### src/rtl/tva_prec_pkg.sv
// Shared definitions for the token quantizer: precision classes, FSM states,
// rounding/saturation constants and small decode helpers.
package tva_prec_pkg;

  localparam int unsigned DATA_WIDTH  = 16;
  localparam int unsigned QUANT_WIDTH = 17;

  typedef enum logic [1:0] {
    PREC_INT4 = 2'd0,
    PREC_INT8 = 2'd1,
    PREC_FP16 = 2'd2
  } prec_code_t;

  typedef enum logic [1:0] {
    S_IDLE = 2'd0,
    S_LOAD = 2'd1,
    S_EMIT = 2'd2,
    S_DONE = 2'd3
  } state_t;

  // Round-half-up offsets, arithmetic shifts and saturation bounds.
  localparam logic signed [QUANT_WIDTH-1:0] INT8_RND   = 17'sd128;
  localparam int unsigned                   INT8_SHIFT = 8;
  localparam logic signed [QUANT_WIDTH-1:0] INT8_MAX   = 17'sd127;
  localparam logic signed [QUANT_WIDTH-1:0] INT8_MIN   = -17'sd128;
  localparam logic signed [QUANT_WIDTH-1:0] INT4_RND   = 17'sd2048;
  localparam int unsigned                   INT4_SHIFT = 12;
  localparam logic signed [QUANT_WIDTH-1:0] INT4_MAX   = 17'sd7;
  localparam logic signed [QUANT_WIDTH-1:0] INT4_MIN   = -17'sd8;

  // Codes 2..15 all fall back to 16-bit passthrough.
  function automatic prec_code_t decode_code(input logic [3:0] code);
    case (code)
      4'd0:    decode_code = PREC_INT4;
      4'd1:    decode_code = PREC_INT8;
      default: decode_code = PREC_FP16;
    endcase
  endfunction

  function automatic int unsigned words_per_token(input prec_code_t p, input int unsigned d);
    case (p)
      PREC_INT4: words_per_token = d / 4;
      PREC_INT8: words_per_token = d / 2;
      default:   words_per_token = d;
    endcase
  endfunction

endpackage

### src/rtl/token_quantizer_if.sv
// Token-vector input stream and packed-word output stream of the quantizer.
//   tok_valid/tok_ready/tok_data : one D-element signed token vector per handshake
//   out_valid/out_ready/out_data : packed 16-bit words, with out_prec class and out_last
// master = quantizer side, slave = producer/consumer side.
interface token_quantizer_if
  import tva_prec_pkg::*;
#(
  parameter int unsigned D = 8
) ();

  logic                    tok_valid;
  logic                    tok_ready;
  logic [DATA_WIDTH*D-1:0] tok_data;
  logic                    out_valid;
  logic                    out_ready;
  logic [DATA_WIDTH-1:0]   out_data;
  logic [1:0]              out_prec;
  logic                    out_last;

  modport master (
    input  tok_valid, tok_data, out_ready,
    output tok_ready, out_valid, out_data, out_prec, out_last
  );

  modport slave (
    output tok_valid, tok_data, out_ready,
    input  tok_ready, out_valid, out_data, out_prec, out_last
  );

endinterface

### src/rtl/tok_elem_quant.sv
// Combinational quantizer for one signed 16-bit element.
//   elem_i  : signed input element
//   prec_i  : target precision class
//   quant_c : quantized value, right-aligned and sign-extended to 16 bits
module tok_elem_quant
  import tva_prec_pkg::*;
(
  input  logic [DATA_WIDTH-1:0] elem_i,
  input  prec_code_t            prec_i,
  output logic [DATA_WIDTH-1:0] quant_c
);

  logic signed [QUANT_WIDTH-1:0] x_ext;
  logic signed [QUANT_WIDTH-1:0] q8;
  logic signed [QUANT_WIDTH-1:0] q4;
  logic signed [QUANT_WIDTH-1:0] sat8;
  logic signed [QUANT_WIDTH-1:0] sat4;

  // 17-bit arithmetic keeps x + offset from overflowing before the shift.
  always_comb begin
    x_ext   = QUANT_WIDTH'(signed'(elem_i));
    q8      = (x_ext + INT8_RND) >>> INT8_SHIFT;
    q4      = (x_ext + INT4_RND) >>> INT4_SHIFT;
    sat8    = (q8 > INT8_MAX) ? INT8_MAX : ((q8 < INT8_MIN) ? INT8_MIN : q8);
    sat4    = (q4 > INT4_MAX) ? INT4_MAX : ((q4 < INT4_MIN) ? INT4_MIN : q4);
    quant_c = elem_i;
    case (prec_i)
      PREC_INT8: quant_c = DATA_WIDTH'(sat8);
      PREC_INT4: quant_c = DATA_WIDTH'(sat4);
      default:   quant_c = elem_i;
    endcase
  end

endmodule

### src/rtl/token_quantizer.sv
// Per-token mixed-precision quantizer and word packer.
//   clk, rst_n      : clock, asynchronous active-low reset
//   start           : begin a run of L tokens (sampled in S_IDLE only)
//   done            : one-cycle pulse after the last word of token L-1
//   token_precision : 4-bit code per token, latched on start
//   tq (master)     : token input stream and packed-word output stream
// Optional (TOKQ_STATS_EN): stat_int4/stat_int8/stat_fp16 per-class token counts.
module token_quantizer
  import tva_prec_pkg::*;
#(
  parameter int unsigned L = 8,
  parameter int unsigned D = 8
) (
  input  logic             clk,
  input  logic             rst_n,
  input  logic             start,
  output logic             done,
  input  logic [4*L-1:0]   token_precision,
  token_quantizer_if.master tq
`ifdef TOKQ_STATS_EN
  ,
  output logic [$clog2(L+1)-1:0] stat_int4,
  output logic [$clog2(L+1)-1:0] stat_int8,
  output logic [$clog2(L+1)-1:0] stat_fp16
`endif
);

  localparam int unsigned TW = (L > 1) ? $clog2(L) : 1;
  localparam int unsigned WW = $clog2(D);
  localparam int unsigned BW = DATA_WIDTH * D;

  state_t                state_q, state_d;
  logic [TW-1:0]         tok_idx_q, tok_idx_d;
  logic [WW-1:0]         word_idx_q, word_idx_d;
  logic [4*L-1:0]        codes_q, codes_d;
  logic [BW-1:0]         data_q, data_d;
  prec_code_t            prec_q, prec_d;
  logic                  done_q, done_d;
  logic                  tok_ready_q, tok_ready_d;
  logic                  out_valid_q, out_valid_d;
  logic [DATA_WIDTH-1:0] out_data_q, out_data_d;
  logic [1:0]            out_prec_q, out_prec_d;
  logic                  out_last_q, out_last_d;

  logic                  accept_c;
  logic [DATA_WIDTH-1:0] q_elem [D];
  logic [BW-1:0]         q4_flat, q8_flat, q16_flat;
  logic [DATA_WIDTH-1:0] word_sel_c;

`ifdef TOKQ_STATS_EN
  localparam int unsigned SW = $clog2(L + 1);
  logic [SW-1:0] st4_q, st4_d, st8_q, st8_d, st16_q, st16_d;
`endif

  assign accept_c = out_valid_q && tq.out_ready;

  // Quantizers see the next-cycle token so the first word registers right after the handshake.
  for (genvar k = 0; k < D; k++) begin : g_quant
    tok_elem_quant u_quant (
      .elem_i  (data_d[DATA_WIDTH*k +: DATA_WIDTH]),
      .prec_i  (prec_d),
      .quant_c (q_elem[k])
    );
  end

  // Next-state and run bookkeeping.
  always_comb begin
    state_d    = state_q;
    tok_idx_d  = tok_idx_q;
    word_idx_d = word_idx_q;
    codes_d    = codes_q;
    data_d     = data_q;
    prec_d     = prec_q;
`ifdef TOKQ_STATS_EN
    st4_d      = st4_q;
    st8_d      = st8_q;
    st16_d     = st16_q;
`endif
    case (state_q)
      S_IDLE: begin
        if (start) begin
          codes_d   = token_precision;
          tok_idx_d = '0;
          state_d   = S_LOAD;
`ifdef TOKQ_STATS_EN
          st4_d     = '0;
          st8_d     = '0;
          st16_d    = '0;
`endif
        end
      end
      S_LOAD: begin
        if (tq.tok_valid && tok_ready_q) begin
          data_d     = tq.tok_data;
          prec_d     = decode_code(codes_q[{tok_idx_q, 2'b00} +: 4]);
          word_idx_d = '0;
          state_d    = S_EMIT;
        end
      end
      S_EMIT: begin
        if (accept_c) begin
          if (out_last_q) begin
            word_idx_d = '0;
            if (tok_idx_q == TW'(L - 1)) begin
              state_d = S_DONE;
            end else begin
              tok_idx_d = tok_idx_q + TW'(1);
              state_d   = S_LOAD;
            end
`ifdef TOKQ_STATS_EN
            case (prec_q)
              PREC_INT4: if (st4_q != SW'(L)) st4_d = st4_q + SW'(1);
              PREC_INT8: if (st8_q != SW'(L)) st8_d = st8_q + SW'(1);
              default:   if (st16_q != SW'(L)) st16_d = st16_q + SW'(1);
            endcase
`endif
          end else begin
            word_idx_d = word_idx_q + WW'(1);
          end
        end
      end
      S_DONE:  state_d = S_IDLE;
      default: state_d = S_IDLE;
    endcase
  end

  // Registered outputs decoded from the next state; a stalled word recomputes identically.
  always_comb begin
    q4_flat  = '0;
    q8_flat  = '0;
    q16_flat = '0;
    for (int k = 0; k < D; k++) begin
      q4_flat[4*k +: 4]                    = q_elem[k][3:0];
      q8_flat[8*k +: 8]                    = q_elem[k][7:0];
      q16_flat[DATA_WIDTH*k +: DATA_WIDTH] = q_elem[k];
    end
    case (prec_d)
      PREC_INT4: word_sel_c = q4_flat[{word_idx_d, 4'b0000} +: DATA_WIDTH];
      PREC_INT8: word_sel_c = q8_flat[{word_idx_d, 4'b0000} +: DATA_WIDTH];
      default:   word_sel_c = q16_flat[{word_idx_d, 4'b0000} +: DATA_WIDTH];
    endcase
    tok_ready_d = (state_d == S_LOAD);
    out_valid_d = (state_d == S_EMIT);
    done_d      = (state_d == S_DONE);
    out_data_d  = '0;
    out_prec_d  = '0;
    out_last_d  = 1'b0;
    if (state_d == S_EMIT) begin
      out_data_d = word_sel_c;
      out_prec_d = prec_d;
      out_last_d = (word_idx_d == WW'(words_per_token(prec_d, D) - 1));
    end
  end

  always_ff @(posedge clk or negedge rst_n) begin
    if (!rst_n) begin
      state_q     <= S_IDLE;
      tok_idx_q   <= '0;
      word_idx_q  <= '0;
      codes_q     <= '0;
      data_q      <= '0;
      prec_q      <= PREC_INT4;
      done_q      <= 1'b0;
      tok_ready_q <= 1'b0;
      out_valid_q <= 1'b0;
      out_data_q  <= '0;
      out_prec_q  <= '0;
      out_last_q  <= 1'b0;
`ifdef TOKQ_STATS_EN
      st4_q       <= '0;
      st8_q       <= '0;
      st16_q      <= '0;
`endif
    end else begin
      state_q     <= state_d;
      tok_idx_q   <= tok_idx_d;
      word_idx_q  <= word_idx_d;
      codes_q     <= codes_d;
      data_q      <= data_d;
      prec_q      <= prec_d;
      done_q      <= done_d;
      tok_ready_q <= tok_ready_d;
      out_valid_q <= out_valid_d;
      out_data_q  <= out_data_d;
      out_prec_q  <= out_prec_d;
      out_last_q  <= out_last_d;
`ifdef TOKQ_STATS_EN
      st4_q       <= st4_d;
      st8_q       <= st8_d;
      st16_q      <= st16_d;
`endif
    end
  end

  assign done         = done_q;
  assign tq.tok_ready = tok_ready_q;
  assign tq.out_valid = out_valid_q;
  assign tq.out_data  = out_data_q;
  assign tq.out_prec  = out_prec_q;
  assign tq.out_last  = out_last_q;
`ifdef TOKQ_STATS_EN
  assign stat_int4    = st4_q;
  assign stat_int8    = st8_q;
  assign stat_fp16    = st16_q;
`endif

endmodule

### src/flat_wrapper.sv
// flat-port wrapper written by rule: the top's interface ports become plain ports
module token_quantizer_flat import tva_prec_pkg::*;
#(
  parameter int unsigned L = 8,
  parameter int unsigned D = 8
)
  (clk, rst_n, start, done, token_precision, tq_tok_valid, tq_tok_data, tq_out_ready, tq_tok_ready, tq_out_valid, tq_out_data, tq_out_prec, tq_out_last);
  token_quantizer_if #(.D(D)) tq_i ();
  input  logic clk;
  input  logic rst_n;
  input  logic start;
  output logic done;
  input  logic [4*L-1:0] token_precision;
  input wire logic [$bits(tq_i.tok_valid)-1:0] tq_tok_valid;
  input wire logic [$bits(tq_i.tok_data)-1:0] tq_tok_data;
  input wire logic [$bits(tq_i.out_ready)-1:0] tq_out_ready;
  output wire logic [$bits(tq_i.tok_ready)-1:0] tq_tok_ready;
  output wire logic [$bits(tq_i.out_valid)-1:0] tq_out_valid;
  output wire logic [$bits(tq_i.out_data)-1:0] tq_out_data;
  output wire logic [$bits(tq_i.out_prec)-1:0] tq_out_prec;
  output wire logic [$bits(tq_i.out_last)-1:0] tq_out_last;
  assign tq_i.tok_valid = tq_tok_valid;
  assign tq_i.tok_data = tq_tok_data;
  assign tq_i.out_ready = tq_out_ready;
  assign tq_tok_ready = tq_i.tok_ready;
  assign tq_out_valid = tq_i.out_valid;
  assign tq_out_data = tq_i.out_data;
  assign tq_out_prec = tq_i.out_prec;
  assign tq_out_last = tq_i.out_last;
  token_quantizer #(.L(L), .D(D)) u_core (.clk(clk), .rst_n(rst_n), .start(start), .done(done), .token_precision(token_precision), .tq(tq_i));
endmodule
### config.mk
export PLATFORM = sky130hd
export DESIGN_NAME = token_quantizer_flat
export DESIGN_NICKNAME = d
export VERILOG_FILES = /design/src/rtl/tva_prec_pkg.sv /design/src/rtl/token_quantizer_if.sv /design/src/rtl/tok_elem_quant.sv /design/src/rtl/token_quantizer.sv /design/src/flat_wrapper.sv
export SDC_FILE = /design/constraint.sdc
export NUM_CORES = 1
export LEC_CHECK = 0
export CAP_MARGIN = 20
export CORE_ASPECT_RATIO = 0.75
export CORE_MARGIN = 1
export CORE_UTILIZATION = 65
export CTS_CLUSTER_DIAMETER = 50
export DETAILED_ROUTE_END_ITERATION = 10
export DONT_BUFFER_PORTS = 1
export PLACE_DENSITY = 0.81
export SLEW_MARGIN = 10
export SYNTH_ARGS = -nofsm -noshare
export SYNTH_HDL_FRONTEND = slang
export SYNTH_SLANG_ARGS = --single-unit
### constraint.sdc
create_clock -name clk -period 6.07 [get_ports clk]
set_clock_uncertainty 0.2 [all_clocks]
set_input_delay 1.214 -clock clk [delete_from_list [all_inputs] [get_ports clk]]
set_output_delay 1.214 -clock clk [all_outputs]
set_load 0.03 [all_outputs]
==> results.yml, run 1 <==
status:
  status: "finished clean"
global_route:
  antenna_found_initial: 0
  grt_max_degree: 193
  grt_use_total_pct: 42.3
  grt-ovfl-total: 0
  grt_pass1_vias: 10783
  grt_first_pass_wirelength_um: 63600
yosys:
  yosysWarnings: 0
  yosysSeqAreaShare_pct: 37.8
  syn_area_um2: 12700
  yosys.cell_count.top_type: "nand2_1"
  synth.distinct_cells: 100
  synth_nets: 1646
  yosys-top-cells-count: "359 x nand2_1, 192 x dfrtp_1, 81 x nand3_1"
  synthCells: 1458
  synth_top_area_share_pct: 37.8
  ys_ff_latch: 192
  synth_edf_count: 0
  synth.area.top_cells: "dfrtp_1 38%, nand2_1 11%, mux2i_1 4.6%"
  synth_top_cell_by_area: "dfrtp_1"
  syn-mean-instance-area_um2: 8.73
  synthArstFlopShare_pct: 100
  synthFlopType: "dfrtp_1"
job:
  maxCapViolations: 0
critical_path:
  path_delay_family: "compound AO/OA/AOI/OAI gates"
  crit_chain: "nor4b_1, o32a_1, a31o_2, inv_2, nor2_1, a221o_1, o211ai_1, a311oi_2"
  cp-end-kind: "register"
  path_buf_inv: 1
  cp_data_arrival_time_ns: 5.04
  crit_slowest_cell: "nor2_1"
  start_kind: "register"
  critPathMaxFanout: 32
  critPathRequiredTime_ns: 6.23
  cpPeakStageDelay_ns: 0.90
  crit_type: "register to register"
routing:
  vias: 11752
  drt_iter0_markers: 1501
  routed_via_density: 7.02
  wire_per_inst_um: 25.0
  drc: 0
  dr.pass1.iters: 7
  routed_wl_um: 41900
  antenna_left: 0
worst_hold_path:
  hold_path.class: "input port to async pin"
timing:
  post-route-min-period_ns: 4.89
  grt_setup_unrepaired: "false"
  post-route-period-util_pct: 80.5
  worst_pin_slew_ns: 0.990
  slew_headroom_pct: 32.1
  tns_ns: 0
  finalHoldViolations: 0
  fmax_mhz: 205
  drv_slew: 0
  setup_viol: 0
power_and_ir_drop:
  finalPower_mw: 6.57
  p_per_area_nw_per_um2: 491
  vdd_ir_drop_max_v: 0.000358
  leakagePower_nw: 5.91
floorplanning:
  die_h_um: 123
  io-pin-count: 187
  floorplan.initialDensity_pct: 67.6
  dieArea_um2: 20100
  die_x_um: 164
  core-area_um2: 18800
  rows: 43
cts:
  postCtsSetupBuffers: 0
  clockBufferDepth: 2
  cts_tree: "yes"
  hold_buffers: 0
  cts_sinks: 192
  cts-buffers-inserted: 17
  ctsResizeCount: 0
  clock_latency_ns: 0.45
  clock-root-buffer: "clkbuf_16"
  clkSlewWorstSetupHoldPaths_ns: 0.08
  htree_num_levels: 4
placed_design:
  gp_congestion: 1.04
  port_buffers: 0
  post-dp-hpwl_um: 30300
  place_inst: 1642
final_layout:
  final_nets: 1603
  antenna_cells: 0
  drive_gt1_share_pct: 11.3
  syn_to_final_growth_pct: 5.07
  stdcell_count: 1674
==> power breakdown <==
part / switching (mW) / total, mW / internal (mW) / leakage (nW)
combinational: 2.05 / 3.13 / 1.07 / 3.19
sequential: 0.363 / 2.17 / 1.81 / 2.41
clock: 0.562 / 1.27 / 0.708 / 0.320
==> worst reg2reg max path, cell delays in order, from the launching register on <==
cell and delay (ns):
dfrtp_1 0.70, nor4b_1 0.64, o32a_1 0.35, a31o_2 0.75, inv_2 0.53, nor2_1 0.91
a221o_1 0.29, o211ai_1 0.11, a311oi_2 0.32
==> logic make-up (layout without fill, tap and decap cells) <==
| family | count (synthesis) | count (layout) | share of synthesized area [%] |
|---|---|---|---|
| XOR/XNOR | 44 | 44 | 3.03 |
| buffers and inverters | 133 | 102 | 5.44 |
| AND/OR/NAND/NOR | 610 | 610 | 21.2 |
| multiplexers | 123 | 123 | 11.1 |
| AO/OA/AOI/OAI | 333 | 333 | 19.2 |
| flip-flops | 192 | 192 | 37.8 |
| adder cells (fa/ha/maj) | 23 | 23 | 2.26 |
==> metrics by stage <==
step | hold slack (ns) | utilization [%] | cell area (um2) | worst slack, ns
6_report | 0.253 | 71.0 | 13400 | 1.18
5_1_grt | 0.232 | 71.0 | 13400 | 0.939
4_1_cts | 0.249 | 71.0 | 13400 | 1.31
3_5_place_dp | 0.257 | 67.5 | 12700 | 1.11
3_3_place_gp | 0.251 | 67.5 | 12700 | 1.24
2_1_floorplan | 0.236 | - | 12700 | 1.19
==> layer usage <==
metal / global-route usage [%] / vias to the layer above / wire length [um]
met5: 0 / - / 0
met4: 10.9 / 0 / 908
met3: 14.6 / 85 / 5930
met2: 59.8 / 829 / 17600
met1: 61.4 / 5655 / 17400
li1: - / 5183 / -
==> sequential cells by signal, indices dropped and copies added (netlist names) <==
register / flops
u_core.state_q: 2
u_core.tq.out_data: 16
u_core.tok_idx_q: 3
u_core.word_idx_q: 3
u_core.tq.out_prec: 2
u_core.tq.out_valid: 1
u_core.tq.out_last: 1
u_core.prec_q: 2
u_core.codes_q: 32
u_core.data_q: 128
u_core.done: 1
u_core.tq.tok_ready: 1
==> cells in the final DEF (no fill, tap or decap), types with 9 or more instances in the layout <==
master	count
nand2_1	359
dfrtp_1	192
nand3_1	81
nor2_1	69
o21ai_0	65
a21oi_1	63
mux2i_1	58
mux2_2	47
inv_1	47
nand4_1	31
xnor2_1	26
o211ai_1	25
ha_1	23
a31oi_1	19
nor3_1	18
xor2_1	18
clkbuf_16	17
buf_4	14
o221ai_1	12
a211oi_1	11
a221oi_1	10
mux2i_2	9
o21a_1	9
and3_1	9
==> area by class of cell <==
cell class,count,area (um2)
Clock buffer,17,425
Clock inverter,14,226
Fill cell,1518,5460
Inverter,54,208
Multi-Input combinational cell,1133,7250
Sequential cell,192,4800
Tap cell,247,309
Timing Repair Buffer,17,150
==> worst paths after layout <==
check	from	endpoint	slack, ns	depth (start not counted)
min in group clk	u_core.data_q[100]	u_core.data_q[100]	0.27	2
min	rst_n	u_core.codes_q[9]	0.25	0
max in group asynchronous	rst_n	u_core.tq.out_data[6]	5.04	0
max	u_core.tok_idx_q[0]	u_core.tq.out_data[7]	1.18	8
max reg2reg	u_core.tok_idx_q[0]	u_core.tq.out_data[7]	1.18	8
min reg2reg	u_core.data_q[100]	u_core.data_q[100]	0.27	2
Power figures use the tool's default switching activity.
==> run 2: changes to the inputs <==
- ABC_AREA: not set -> 1
- CORE_UTILIZATION: 65 -> 59
- PLACE_DENSITY: 0.81 -> 0.78
- clock period: 6.07 -> 4.1 ns (I/O delays scaled with it)
==> results.yml, run 2 <==
placed_design:
  gp_congestion: 0.956
  dpl_worst_slack_ns: 0.506
  dpl_cell_area_um2: 12600
  post-dp-hpwl_um: 28200
  place_inst: 1951
  port_buffers: 0
final_layout:
  layout_common_cells: "570 x nand2_1, 192 x dfrtp_1, 168 x inv_1"
  largest_reg_flops: 128
  final_core_util_pct: 64.7
  top_register: "u_core.data_q"
  n_fill_cell: 1834
  final_common_cell: "nand2_1"
  final_area_um2: 13200
  drive_gt1_share_pct: 12.6
  syn_to_final_growth_pct: 6.44
  final_nets: 1876
  stdcell_count: 1984
status:
  status: "finished with violations"
  failed_checks: "hold timing"
yosys:
  synth.distinct_cells: 47
  synth_top_cell_by_area: "dfrtp_1"
  yosys.cell_count.top_type: "nand2_1"
  synth_edf_count: 0
  synth_top_area_share_pct: 38.7
  synth.area.top_cells: "dfrtp_1 39%, nand2_1 17%, nand3_1 5.8%"
  ys_ff_latch: 192
  syn-mean-instance-area_um2: 7.24
  yosysSeqAreaShare_pct: 38.7
  synthFlopType: "dfrtp_1"
  synthCells: 1716
  synthArstFlopShare_pct: 100
  synth_nets: 1904
  yosys-top-cells-count: "571 x nand2_1, 192 x dfrtp_1, 168 x inv_1"
  syn_area_um2: 12400
  yosysWarnings: 0
cts:
  clkSlewWorstSetupHoldPaths_ns: 0.08
  cts_tree: "yes"
  clock_latency_ns: 0.45
  cts_sinks: 192
  clock-root-buffer: "clkbuf_16"
  clockBufferDepth: 2
  htree_num_levels: 4
  cts-buffers-inserted: 17
  ctsResizeCount: 0
  postCtsSetupBuffers: 0
power_and_ir_drop:
  finalPower_mw: 10.7
  leakagePower_nw: 6.66
  p_per_area_nw_per_um2: 807
  vdd_ir_drop_max_v: 0.000450
worst_hold_path:
  hold_path.class: "input port to async pin"
timing:
  tns_ns: 0
  post-route-period-util_pct: 90.1
  setup_viol: 0
  fmax_mhz: 271
  worst_pin_slew_ns: 0.795
  fin_ws_ns: 0.406
  drv_slew: 0
  finalHoldViolations: 192
  slew_headroom_pct: 46.4
  grt_setup_unrepaired: "false"
  timing.hold.ws_ns: -0.139
  post-route-min-period_ns: 3.69
routing:
  drc: 0
  vias: 11422
  antenna_left: 0
  wire_per_inst_um: 19.1
  drt_iter0_markers: 1404
  dr.pass1.iters: 6
  routed_via_density: 5.76
  routed_wl_um: 37900
critical_path:
  cp_data_arrival_time_ns: 3.87
  critPathMaxFanout: 22
  critPathRequiredTime_ns: 4.27
  crit_type: "register to register"
  crit_path_end: "u_core.tq.out_data[6]"
  r2r-end: "u_core.tq.out_data[6]"
  start_kind: "register"
  worstReg2RegStart: "u_core.state_q[1]"
  cp-end-kind: "register"
  rrSetupSlack_ns: 0.41
  crit_start: "u_core.state_q[1]"
  reg2reg_depth: 22
floorplanning:
  rows: 45
  die_h_um: 128
  die_x_um: 170
  core-area_um2: 20400
  dieArea_um2: 21700
  io-pin-count: 187
  floorplan.initialDensity_pct: 60.8
global_route:
  grt_first_pass_wirelength_um: 59500
  grt_use_total_pct: 36.1
  grt_pass1_vias: 10669
  antenna_found_initial: 1
  grt-ovfl-total: 0
  grt_max_degree: 193
job:
  maxCapViolations: 0
[run 2: worst max-delay path: stages (launching register included)]
cell	delay, ns
dfrtp_1	0.40
inv_1	0.12
ha_1	0.37
inv_2	0.11
nor2_8	0.32
buf_12	0.22
nand2_1	0.08
o21ai_1	0.16
inv_1	0.10
ha_1	0.24
nand2_1	0.09
nor2_2	0.07
nand2_1	0.07
nand2_1	0.04
nand2_1	0.07
nand2_2	0.11
o21ai_1	0.26
nand2_1	0.12
nand3_1	0.10
nand2_1	0.05
nand2_1	0.05
nand2_1	0.10
a21oi_1	0.14
[run 2: cells by family (layout without fill, tap and decap cells)]
| family | after synthesis | after routing | share of synthesized area, % |
|---|---|---|---|
| other cells | 0 | 1 | 0 |
| xor+xnor | 30 | 30 | 2.11 |
| mux | 42 | 42 | 3.66 |
| compound gates | 244 | 244 | 11.7 |
| buf+inv | 259 | 244 | 8.80 |
| fa+ha+maj | 23 | 23 | 2.32 |
| flops | 192 | 192 | 38.7 |
| simple gates | 926 | 926 | 32.7 |
[run 2: how the worst min path moves through the flow]
stage | cells past startpoint | slack (ns) | end
after floorplan | 2 | 0.24 | u_core.data_q[64]
final | 0 | -0.14 | u_core.codes_q[23]
after CTS | 0 | -0.15 | u_core.codes_q[23]
after global placement | 2 | 0.26 | u_core.data_q[82]
after global routing | 0 | -0.16 | u_core.codes_q[23]
after detailed placement | 2 | 0.26 | u_core.data_q[52]
[run 2: area by class of cell]
type	count	area [um2]	area share (%)
Clock inverter	13	144	1.09
Clock buffer	19	453	3.42
Antenna cell	1	2.50	0.0189
Multi-Input combinational cell	1265	6540	49.4
Sequential cell	192	4800	36.3
Tap cell	282	353	2.67
Timing Repair Buffer	23	223	1.68
Inverter	189	709	5.36
[run 2: report_power, final]
group	switching, mW	total, mW	internal (mW)
clock network	0.823	1.72	0.897
registers	0.437	3.20	2.76
logic	3.90	5.76	1.86
total	5.16	10.7	5.52
[run 2: metal layers]
| metal | vias to the layer above | GRT usage, % | share of wire (%) |
|---|---|---|---|
| met5 | - | 0 | 0 |
| met4 | 0 | 9.11 | 1.7 |
| met3 | 45 | 7.50 | 9.7 |
| met2 | 552 | 48.5 | 40 |
| met1 | 5363 | 58.0 | 49 |
| li1 | 5462 | - | - |
